==> src/rtl/mmc3_scanline_irq_pkg.sv <==
// Shared definitions for the MMC3 scanline IRQ block.
// Register select codes as presented by the upstream mapper decode:
//   $C000 latch, $C001 reload, $E000 disable/ack, $E001 enable.
package mmc3_scanline_irq_pkg;

  typedef enum logic [1:0] {
    REG_LATCH   = 2'd0,
    REG_RELOAD  = 2'd1,
    REG_DISABLE = 2'd2,
    REG_ENABLE  = 2'd3
  } reg_sel_e;

endpackage

==> src/rtl/mmc3_scanline_irq_if.sv <==
// Mapper-side bus into the scanline IRQ engine.
//   enable      : mapper selected; low forces the IRQ engine idle
//   reg_we      : one-cycle register write strobe
//   reg_sel     : register select (see reg_sel_e)
//   reg_data    : write data ($C000 only)
//   ppu_a12     : raw PPU A12, asynchronous to m2
//   irq         : active-low IRQ, 0 = pending
//   counter_dbg : current scanline counter value
// master = mapper logic driving the engine, slave = the engine itself.
interface mmc3_scanline_irq_if;
  import mmc3_scanline_irq_pkg::*;

  logic       enable;
  logic       reg_we;
  logic [1:0] reg_sel;
  logic [7:0] reg_data;
  logic       ppu_a12;
  logic       irq;
  logic [7:0] counter_dbg;

  modport master (
    output enable, reg_we, reg_sel, reg_data, ppu_a12,
    input  irq, counter_dbg
  );

  modport slave (
    input  enable, reg_we, reg_sel, reg_data, ppu_a12,
    output irq, counter_dbg
  );

endinterface

==> src/rtl/mmc3_scanline_irq_a12_edge_filter.sv <==
// PPU A12 synchronizer, low-time filter and rising-edge detector.
//   i_clk     : M2 clock
//   i_rst     : synchronous active-high reset
//   i_a12     : raw PPU A12 (asynchronous)
//   o_a12_clk : one-cycle pulse on a filtered A12 rise
// A rise only counts when A12 was seen low for at least A12_LOW_MIN
// cycles; the low counter saturates so long low periods never wrap.
module mmc3_scanline_irq_a12_edge_filter
  import mmc3_scanline_irq_pkg::*;
#(
  parameter int unsigned A12_LOW_MIN  = 3,
  parameter int unsigned LOW_CNT_BITS = 2
) (
  input  logic i_clk,
  input  logic i_rst,
  input  logic i_a12,
  output logic o_a12_clk
);

  localparam logic [LOW_CNT_BITS-1:0] LOW_MIN = LOW_CNT_BITS'(A12_LOW_MIN);

  logic                    r_a12_s1;
  logic                    r_a12_s2;
  logic                    r_a12_prev;
  logic [LOW_CNT_BITS-1:0] r_low_cnt;

  always_ff @(posedge i_clk) begin
    if (i_rst) begin
      r_a12_s1   <= 1'b0;
      r_a12_s2   <= 1'b0;
      r_a12_prev <= 1'b0;
      r_low_cnt  <= '0;
    end else begin
      r_a12_s1   <= i_a12;
      r_a12_s2   <= r_a12_s1;
      r_a12_prev <= r_a12_s2;
      if (r_a12_s2)
        r_low_cnt <= '0;
      else if (r_low_cnt != '1)
        r_low_cnt <= r_low_cnt + LOW_CNT_BITS'(1);
    end
  end

  // r_low_cnt still holds the low run that preceded this rise.
  assign o_a12_clk = r_a12_s2 & ~r_a12_prev & (r_low_cnt >= LOW_MIN);

endmodule

==> src/rtl/mmc3_scanline_irq.sv <==
// MMC3-style scanline IRQ engine clocked by M2.
//   m2    : clock, all state updates on the rising edge
//   reset : synchronous active-high reset
//   bus   : mapper-side interface (slave modport), carries enable,
//           register write strobe/select/data, raw PPU A12, the
//           active-low irq output and the counter debug value
// OLD_IRQ_MODE = 0 fires whenever a clock leaves the counter at 0;
// OLD_IRQ_MODE = 1 fires only on nonzero->0 or reload-flag reloads.
module mmc3_scanline_irq
  import mmc3_scanline_irq_pkg::*;
#(
  parameter int unsigned A12_LOW_MIN  = 3,
  parameter int unsigned OLD_IRQ_MODE = 0,
  parameter int unsigned LOW_CNT_BITS = 2
) (
  input logic                 m2,
  input logic                 reset,
  mmc3_scanline_irq_if.slave  bus
);

  logic       w_a12_clk;
  logic [7:0] w_clk_cnt;
  logic       w_fire;

  logic [7:0] r_latch;
  logic [7:0] r_counter;
  logic       r_reload;
  logic       r_irq_en;
  logic       r_pending;

  mmc3_scanline_irq_a12_edge_filter #(
    .A12_LOW_MIN  (A12_LOW_MIN),
    .LOW_CNT_BITS (LOW_CNT_BITS)
  ) u_a12_filter (
    .i_clk     (m2),
    .i_rst     (reset),
    .i_a12     (bus.ppu_a12),
    .o_a12_clk (w_a12_clk)
  );

  // Clock result and IRQ decision use only pre-edge state, so a
  // same-cycle register write can override them in the sequential block.
  always_comb begin
    w_clk_cnt = (r_counter == '0 || r_reload) ? r_latch : r_counter - 8'd1;
    w_fire    = w_a12_clk && (w_clk_cnt == '0) && r_irq_en;
    if (OLD_IRQ_MODE != 0)
      w_fire = w_fire && (r_counter != '0 || r_reload);
  end

  always_ff @(posedge m2) begin
    if (reset) begin
      r_latch   <= '0;
      r_counter <= '0;
      r_reload  <= 1'b0;
      r_irq_en  <= 1'b0;
      r_pending <= 1'b0;
    end else if (!bus.enable) begin
      r_irq_en  <= 1'b0;
      r_pending <= 1'b0;
    end else begin
      if (w_a12_clk) begin
        r_counter <= w_clk_cnt;
        r_reload  <= 1'b0;
      end
      if (w_fire)
        r_pending <= 1'b1;
      // Later assignments win: $C001 beats the clock's counter update,
      // $E000 beats a same-cycle pending set.
      if (bus.reg_we) begin
        case (reg_sel_e'(bus.reg_sel))
          REG_LATCH:   r_latch <= bus.reg_data;
          REG_RELOAD: begin
            r_counter <= '0;
            r_reload  <= 1'b1;
          end
          REG_DISABLE: begin
            r_irq_en  <= 1'b0;
            r_pending <= 1'b0;
          end
          REG_ENABLE:  r_irq_en <= 1'b1;
        endcase
      end
    end
  end

  assign bus.irq         = ~r_pending;
  assign bus.counter_dbg = r_counter;

endmodule

==> src/flat_wrapper.sv <==
// flat-port wrapper written by rule: the top's interface ports become plain ports
module mmc3_scanline_irq_flat import mmc3_scanline_irq_pkg::*;
#(
  parameter int unsigned A12_LOW_MIN  = 3,
  parameter int unsigned OLD_IRQ_MODE = 0,
  parameter int unsigned LOW_CNT_BITS = 2
)
  (m2, reset, bus_enable, bus_reg_we, bus_reg_sel, bus_reg_data, bus_ppu_a12, bus_irq, bus_counter_dbg);
  mmc3_scanline_irq_if bus_i ();
  input logic m2;
  input logic reset;
  input wire logic [$bits(bus_i.enable)-1:0] bus_enable;
  input wire logic [$bits(bus_i.reg_we)-1:0] bus_reg_we;
  input wire logic [$bits(bus_i.reg_sel)-1:0] bus_reg_sel;
  input wire logic [$bits(bus_i.reg_data)-1:0] bus_reg_data;
  input wire logic [$bits(bus_i.ppu_a12)-1:0] bus_ppu_a12;
  output wire logic [$bits(bus_i.irq)-1:0] bus_irq;
  output wire logic [$bits(bus_i.counter_dbg)-1:0] bus_counter_dbg;
  assign bus_i.enable = bus_enable;
  assign bus_i.reg_we = bus_reg_we;
  assign bus_i.reg_sel = bus_reg_sel;
  assign bus_i.reg_data = bus_reg_data;
  assign bus_i.ppu_a12 = bus_ppu_a12;
  assign bus_irq = bus_i.irq;
  assign bus_counter_dbg = bus_i.counter_dbg;
  mmc3_scanline_irq #(.A12_LOW_MIN(A12_LOW_MIN), .OLD_IRQ_MODE(OLD_IRQ_MODE), .LOW_CNT_BITS(LOW_CNT_BITS)) u_core (.m2(m2), .reset(reset), .bus(bus_i));
endmodule
==> config.mk <==
export PLATFORM = sky130hd
export DESIGN_NAME = mmc3_scanline_irq_flat
export DESIGN_NICKNAME = d
export VERILOG_FILES = /design/src/rtl/mmc3_scanline_irq_pkg.sv /design/src/rtl/mmc3_scanline_irq_if.sv /design/src/rtl/mmc3_scanline_irq_a12_edge_filter.sv /design/src/rtl/mmc3_scanline_irq.sv /design/src/flat_wrapper.sv
export SDC_FILE = /design/constraint.sdc
export NUM_CORES = 1
export LEC_CHECK = 0
export CAP_MARGIN = 10
export CORE_MARGIN = 3
export CORE_UTILIZATION = 45
export DETAILED_ROUTE_END_ITERATION = 8
export GPL_ROUTABILITY_DRIVEN = 1
export PLACE_DENSITY = 0.78
export REMOVE_ABC_BUFFERS = 1
export SYNTH_ARGS = -nofsm -noshare
export SYNTH_HDL_FRONTEND = slang
export SYNTH_SLANG_ARGS = --single-unit
==> constraint.sdc <==
create_clock -name m2 -period 1.7 [get_ports m2]
set_input_delay 0.17 -clock m2 [delete_from_list [all_inputs] [get_ports m2]]
set_output_delay 0.17 -clock m2 [all_outputs]
set_load 0.005 [all_outputs]
==> flow_summary_export.csv, run 1 <==
group,metric,value,unit
yosys,synth_most_common_cell,"dfxtp_1",
yosys,yosys.area.top_type_share,38.1,%
pwr,leakage,0.737,nW
clock_network,cts_tree,"yes",
layout,fin_util,72.5,%
yosys,yosys-top-cells-count,"24 x dfxtp_1, 20 x nor2_1, 12 x mux2i_1",
timing,timing.slew.headroom,76.3,%
placement,gp_congestion,0.906,
detailed_routing,finalWirelength,3250,um
yosys,seq_area_frac_synth,38.1,%
worst_setup_path,cp-startpoint,"u_core.bus.counter_dbg[1]",
outcome,violations,"negative setup slack",
timing,fin_worst_skew,0.0108,ns
worst_setup_path,timing.rr.end,"u_core.bus.counter_dbg[5]",
yosys,synth_cell_types,42,
clock_network,clockBufferDepth,2,
clock_network,clk_pin_slew,0.14,ns
detailed_routing,drc,0,
detailed_routing,drtIter0Drc,38,
min_path,min_path_cells,2,
worst_setup_path,worstPathArrival,2.02,ns
placement,portBuffers,23,
min_path,min_path_type,"input port to flop",
detailed_routing,ant_nets,0,
clock_network,clk-insertion-delay-late,0.34,ns
timing,fin_crit,1.79,ns
yosys,syn_area,1260,sq um
layout,antennaDiodeCount,0,
yosys,synth_cells,141,
floorplanning,start_util,49.2,%
yosys,synthTopCellsByArea,"dfxtp_1 38%, mux2i_1 9.5%, nor2_1 5.9%",
worst_setup_path,criticalPathCategory,"flop to flop",
grt,grt_antenna_before_repair,0,
grt,grt_pass1_wl,5310,um
grt,track_usage,20.3,%
pwr,p_per_area,605,nW/um^2
job,drv_cap,0,
yosys,synth-main-ff-cell,"dfxtp_1",
placement,place_inst,213,
placement,dp_hpwl,2350,um
worst_setup_path,worst_ep_required_time,1.93,ns
timing,fmax,558,MHz
placement,pre_cts_ws,-0.132,ns
floorplanning,rows,18,
layout,fillers,196,
timing,setup_viol,3,
layout,register_area,484,sq um
yosys,syn_area_per_cell,8.95,sq um
yosys,async_flop_share,0,%
timing,rsz0062_at_grt,"true",
yosys,yosys_warnings,0,
layout,instances_no_fill,221,
floorplanning,die_w,59.0,um
layout,area_growth,47.4,%
timing,period_share,105,%
worst_setup_path,regToRegSetupSlack,-0.09,ns
clock_network,htreeDepth,1,
worst_setup_path,start_kind,"flop",
clock_network,clock-sinks,24,
pwr,ir_drop,0.658,mV
floorplanning,io_pins,24,
timing,layout_setup_ws,-0.0921,ns
timing,tightest_slew,0.353,ns
worst_setup_path,path_max_fanout,4,
worst_setup_path,crit-reg2reg-launch,"u_core.bus.counter_dbg[1]",
layout,drive_above_1_share,31.4,%
yosys,synth_edf_count,0,
floorplanning,dieHeight,59.0,um
clock_network,root_buffer,"clkbuf_4",
detailed_routing,dr.pass1.iters,4,
outcome,outcome,"finished, violations left",
grt,grt_remaining_overflow,0,
clock_network,cts_made_buffers,3,
layout,nets,210,
worst_setup_path,rr_worst_depth,6,
timing,drv_slew,0,
grt,grt_max_degree,23,
worst_setup_path,cp-endpoint,"u_core.bus.counter_dbg[5]",
detailed_routing,wl_per_cell,14.7,um
floorplanning,dieArea,3480,sq um
floorplanning,coreArea,2570,sq um
grt,grt_pass1_vias,1196,
timing,fin_hold_ws,0.366,ns
layout,multi_input_area,793,sq um
timing,timing_hold_violations_final,0,
detailed_routing,viasPerCell,5.45,
yosys,yosysTopAreaCell,"dfxtp_1",
yosys,synth_seq_cells,24,
detailed_routing,vias,1205,
worst_setup_path,end_kind,"flop",
report_power, final:
| group | switching, mW | internal, mW |
|---|---|---|
| combinational | 0.0423 | 0.0658 |
| sequential | 0.0116 | 0.578 |
| clock | 0.189 | 0.239 |
registers in the layout, summed over array words and instances (netlist names):
name / flops
u_core.u_a12_filter.r_a12_s1: 1
u_core.r_irq_en: 1
u_core.r_latch: 8
u_core.r_pending: 1
u_core.u_a12_filter.r_a12_prev: 1
u_core.bus.counter_dbg: 8
u_core.u_a12_filter.r_low_cnt: 2
u_core.r_reload: 1
u_core.u_a12_filter.r_a12_s2: 1
routing by layer:
layer  global-route usage [%]  share of wire [%]
met5                        0                  0
met2                     33.3                 47
met4                     10.4                2.0
met1                     25.9                 46
met3                     2.85                4.9
per-stage QoR:
| stage | TNS, ns | power [mW] | area (sq um) |
|---|---|---|---|
| finish | -0.166 | 1.13 | 1860 |
| global route | -0.430 | 1.16 | 1860 |
| CTS | -0.146 | 1.14 | 1830 |
| detailed placement | -0.592 | 0.709 | 1690 |
| global placement | -0.376 | 0.702 | 1690 |
| floorplan | -3.91 | 0.641 | 1220 |
how the worst min path moves through the flow:
stage	slack, ns	start	end
floorplan	0.24	reset	u_core.bus.counter_dbg[0]
global placement	0.42	u_core.u_a12_filter.r_a12_s1	u_core.u_a12_filter.r_a12_s2
detailed placement	0.44	u_core.u_a12_filter.r_a12_s1	u_core.u_a12_filter.r_a12_s2
CTS	0.37	bus_ppu_a12	u_core.u_a12_filter.r_a12_s1
global route	0.39	bus_ppu_a12	u_core.u_a12_filter.r_a12_s1
finish	0.37	bus_ppu_a12	u_core.u_a12_filter.r_a12_s1
cell families (layout without fill, tap and decap cells):
logic type               Yosys count  count (layout)  share of synthesized area [%]
AND/OR/NAND/NOR                   58              58                           26.0
AO/OA/AOI/OAI                     26              26                           14.5
flip-flops                        24              24                           38.1
multiplexers                      14              14                           11.3
buffers and inverters             13              63                           5.15
adder cells (fa/ha/maj)            3               3                           2.97
XOR/XNOR                           3               3                           2.08
critical path: stages (launching register included):
cell     delay, ns
dfxtp_2       0.35
buf_6         0.11
or4_4         0.57
or2_0         0.22
a31o_2        0.25
a22oi_2       0.14
nor2_1        0.05
area by class of cell:
class / count / area share (%)
flip-flops and latches: 24 / 26.0
clock inverters: 1 / 1.61
well taps: 30 / 2.02
multi-input cells: 104 / 42.6
clock buffers: 3 / 1.21
inverters: 5 / 1.01
repair buffers: 54 / 25.5
placed cells by master, fill, tap and decap left out, drive strengths merged, types with 3 or more instances in the layout:
cell type / Yosys / final
nor2: 20 / 20
nor2b: 5 / 5
nand2: 11 / 11
mux2i: 12 / 12
clkdlybuf4s50: 0 / 23
a21oi: 6 / 6
ha: 3 / 3
a31o: 3 / 3
buf: 2 / 31
clkbuf: 6 / 3
nor3: 4 / 4
and3b: 3 / 3
a22oi: 3 / 3
dfxtp: 24 / 24
o211ai: 3 / 3
inv: 5 / 5
timing repair:
item                                    CTS  global route
gates resized for setup                  17             4
pin swaps                                 7             5
hold buffers                              0             0
setup buffers                             2             2
endpoints found under the setup margin    5             8
Note: power is estimated with default switching activity, not from simulation.
==> inputs of run 2 (changes only) <==
- CELL_PAD_IN_SITES_DETAIL_PLACEMENT: default -> 2
- CELL_PAD_IN_SITES_GLOBAL_PLACEMENT: default -> 2
- CORE_UTILIZATION: 45 -> 27
- GPL_TIMING_DRIVEN: default -> 0
==> run 2 against run 1 <==
Compared with the run above:
- utilization shrank 30 points
- first-iteration DRC count decreased by 42%
- design area increased by 1.1%
- worst setup slack better by 0.014 ns
- die area is 59% higher
- combinational power hardly changed
- worst hold slack improved by 0.090 ns
- cell count increased by 3.2%
- register-to-register slack about the same
- highest routed layer unchanged
- critical endpoint is now u_core.r_pending
- total power shrank 1.7%
- wire length grew 35%
- the run still ends with negative setup slack left
==> flow_summary_export.csv, run 2 (synthesized netlist as in run 1, its figures left out) <==
group,metric,value,unit
outcome,outcome,"finished, violations left",
outcome,violations,"negative setup slack",
min_path,min_path_cells,2,
worst_setup_path,path_max_fanout,8,
layout,final_area,1880,sq um
clock_network,clk-insertion-delay-late,0.28,ns
pwr,internal_power,841,uW
worst_setup_path,cp_slowest_stage_delay,0.38,ns
floorplanning,rows,24,
worst_setup_path,regToRegSetupSlack,-0.08,ns
floorplanning,dieHeight,74.4,um
job,drv_cap,0,
detailed_routing,drtIter0Drc,22,
timing,tightest_slew,0.513,ns
detailed_routing,finalWirelength,4390,um
clock_network,clockBufferDepth,2,
worst_setup_path,worst_ep_required_time,1.92,ns
placement,dpl_cell_area,1530,sq um
pwr,leakage,0.691,nW
placement,pre_cts_ws,-1.04,ns
pwr,switching_power,266,uW
pwr,power,1.11,mW
layout,drive_above_1_share,35.2,%
timing,setup_viol,6,
placement,gp_congestion,0.782,
min_path,min_to,"u_core.u_a12_filter.r_a12_s1",
detailed_routing,wl_per_cell,19.3,um
timing,fmax,562,MHz
floorplanning,die_w,74.4,um
pwr,clock_power_share,37.1,%
pwr,power_frac_comb,10.0,%
detailed_routing,ant_nets,0,
pwr,netSwitchingFraction,24.0,%
timing,timing_hold_violations_final,0,
worst_setup_path,end_kind,"flop",
floorplanning,io_pins,24,
timing,fin_crit,1.78,ns
timing,timing.slew.headroom,65.8,%
worst_setup_path,timing.rr.end,"u_core.r_pending",
layout,antennaDiodeCount,0,
floorplanning,dieArea,5530,sq um
layout,layout_common_cells,"22 x clkdlybuf4s50_1, 18 x nor2_1, 17 x dfxtp_1, 13 x buf_4, 10 x nand2_1",
layout,fin_util,42.3,%
worst_setup_path,worstPathCellList,"inv_4 > ha_4 > nor3b_4 > a21oi_4 > buf_6 > mux2i_4 > o211ai_1 > o22ai_1",
grt,grt_remaining_overflow,0,
layout,nets,195,
grt,grt_pass1_vias,1315,
floorplanning,start_util,28.4,%
worst_setup_path,cp_slowest_cell,"dfxtp_4",
clock_network,cts_tree,"yes",
layout,final_common_cell,"clkdlybuf4s50_1",
worst_setup_path,crit-reg2reg-launch,"u_core.bus.counter_dbg[1]",
pwr,ir_drop,0.273,mV
clock_network,clock-sinks,24,
grt,grt_pass1_wl,6960,um
detailed_routing,viasPerCell,5.23,
worst_setup_path,rr_worst_depth,8,
worst_setup_path,criticalPathCategory,"flop to flop",
timing,period_share,105,%
pwr,p_per_area,589,nW/um^2
detailed_routing,vias,1192,
grt,grt_max_degree,24,
min_path,min_from,"bus_ppu_a12",
clock_network,cts_made_buffers,3,
timing,drv_slew,0,
floorplanning,coreArea,4440,sq um
worst_setup_path,start_kind,"flop",
timing,layout_setup_ws,-0.0780,ns
worst_setup_path,worstPathArrival,1.99,ns
placement,dp_hpwl,2860,um
layout,area_growth,49.0,%
detailed_routing,dr.pass1.iters,4,
timing,rsz0062_at_grt,"true",
min_path,min_path_type,"input port to flop",
grt,track_usage,16.9,%
timing,fin_worst_skew,0.00545,ns
clock_network,clk_pin_slew,0.09,ns
grt,grt_antenna_before_repair,0,
placement,portBuffers,23,
pwr,seq_power_share,52.8,%
clock_network,htreeDepth,1,
clock_network,root_buffer,"clkbuf_8",
detailed_routing,drc,0,
[run 2: per-layer routing]
layer  share of wire, %  track usage, %  vias to the layer above
li1                   -               -                      570
met4                1.4            5.93                        0
met1                 42            21.0                      603
met5                  0               0                        -
met3                1.8            2.57                        5
met2                 54            29.6                       14
[run 2: worst max-delay path, delay by kind of cell, from the launching register on]
kind                       cells  cell delay (ns)
DFF                            1             0.38
and+or+nand+nor                1             0.16
buffers and inverters          2             0.20
AOI/OAI and AO/OA              3             0.58
muxes                          1             0.23
adders and majority gates      1             0.15
[run 2: how the worst max path moves through the flow]
stage,start,endpoint,cells past startpoint
2_1_floorplan,u_core.bus.counter_dbg[0],u_core.bus.counter_dbg[2],7
3_3_place_gp,bus_enable,u_core.r_latch[1],4
3_5_place_dp,u_core.bus.counter_dbg[0],u_core.bus.counter_dbg[2],7
4_1_cts,u_core.bus.counter_dbg[1],u_core.r_pending,8
5_1_grt,u_core.bus.counter_dbg[0],u_core.r_pending,5
6_report,u_core.bus.counter_dbg[1],u_core.r_pending,8
[run 2: through the flow]
step | TNS (ns) | hold slack [ns] | instances
5_1_grt | -0.847 | 0.461 | 228
4_1_cts | -0.274 | 0.455 | 223
2_1_floorplan | -3.91 | 0.239 | 133
3_5_place_dp | -8.81 | 0.444 | 209
3_3_place_gp | -15.10 | 0.428 | 208
6_report | -0.285 | 0.456 | 228
[run 2: timing repair]
action | CTS | global route
pin swaps | 5 | 6
endpoints found under the setup margin | 15 | 8
setup buffers | 10 | 5
hold buffers | 0 | 0
gates cloned | 0 | 0
resized for setup | 35 | 17
[run 2: area by class of cell]
type / count / area, sq um
Fill cell: 480 / 2560
Multi-Input combinational cell: 104 / 875
Sequential cell: 24 / 499
Timing Repair Buffer: 39 / 363
Tap cell: 52 / 65.1
Clock buffer: 4 / 55.1
Inverter: 5 / 23.8
[run 2: power groups by stage]
stage	Clock, mW	Sequential [mW]	Combinational, mW
after floorplan	0	0.598	0.0431
after global placement	0	0.600	0.0918
after detailed placement	0	0.602	0.100
after CTS	0.424	0.585	0.107
after global routing	0.449	0.588	0.122
final	0.411	0.585	0.111
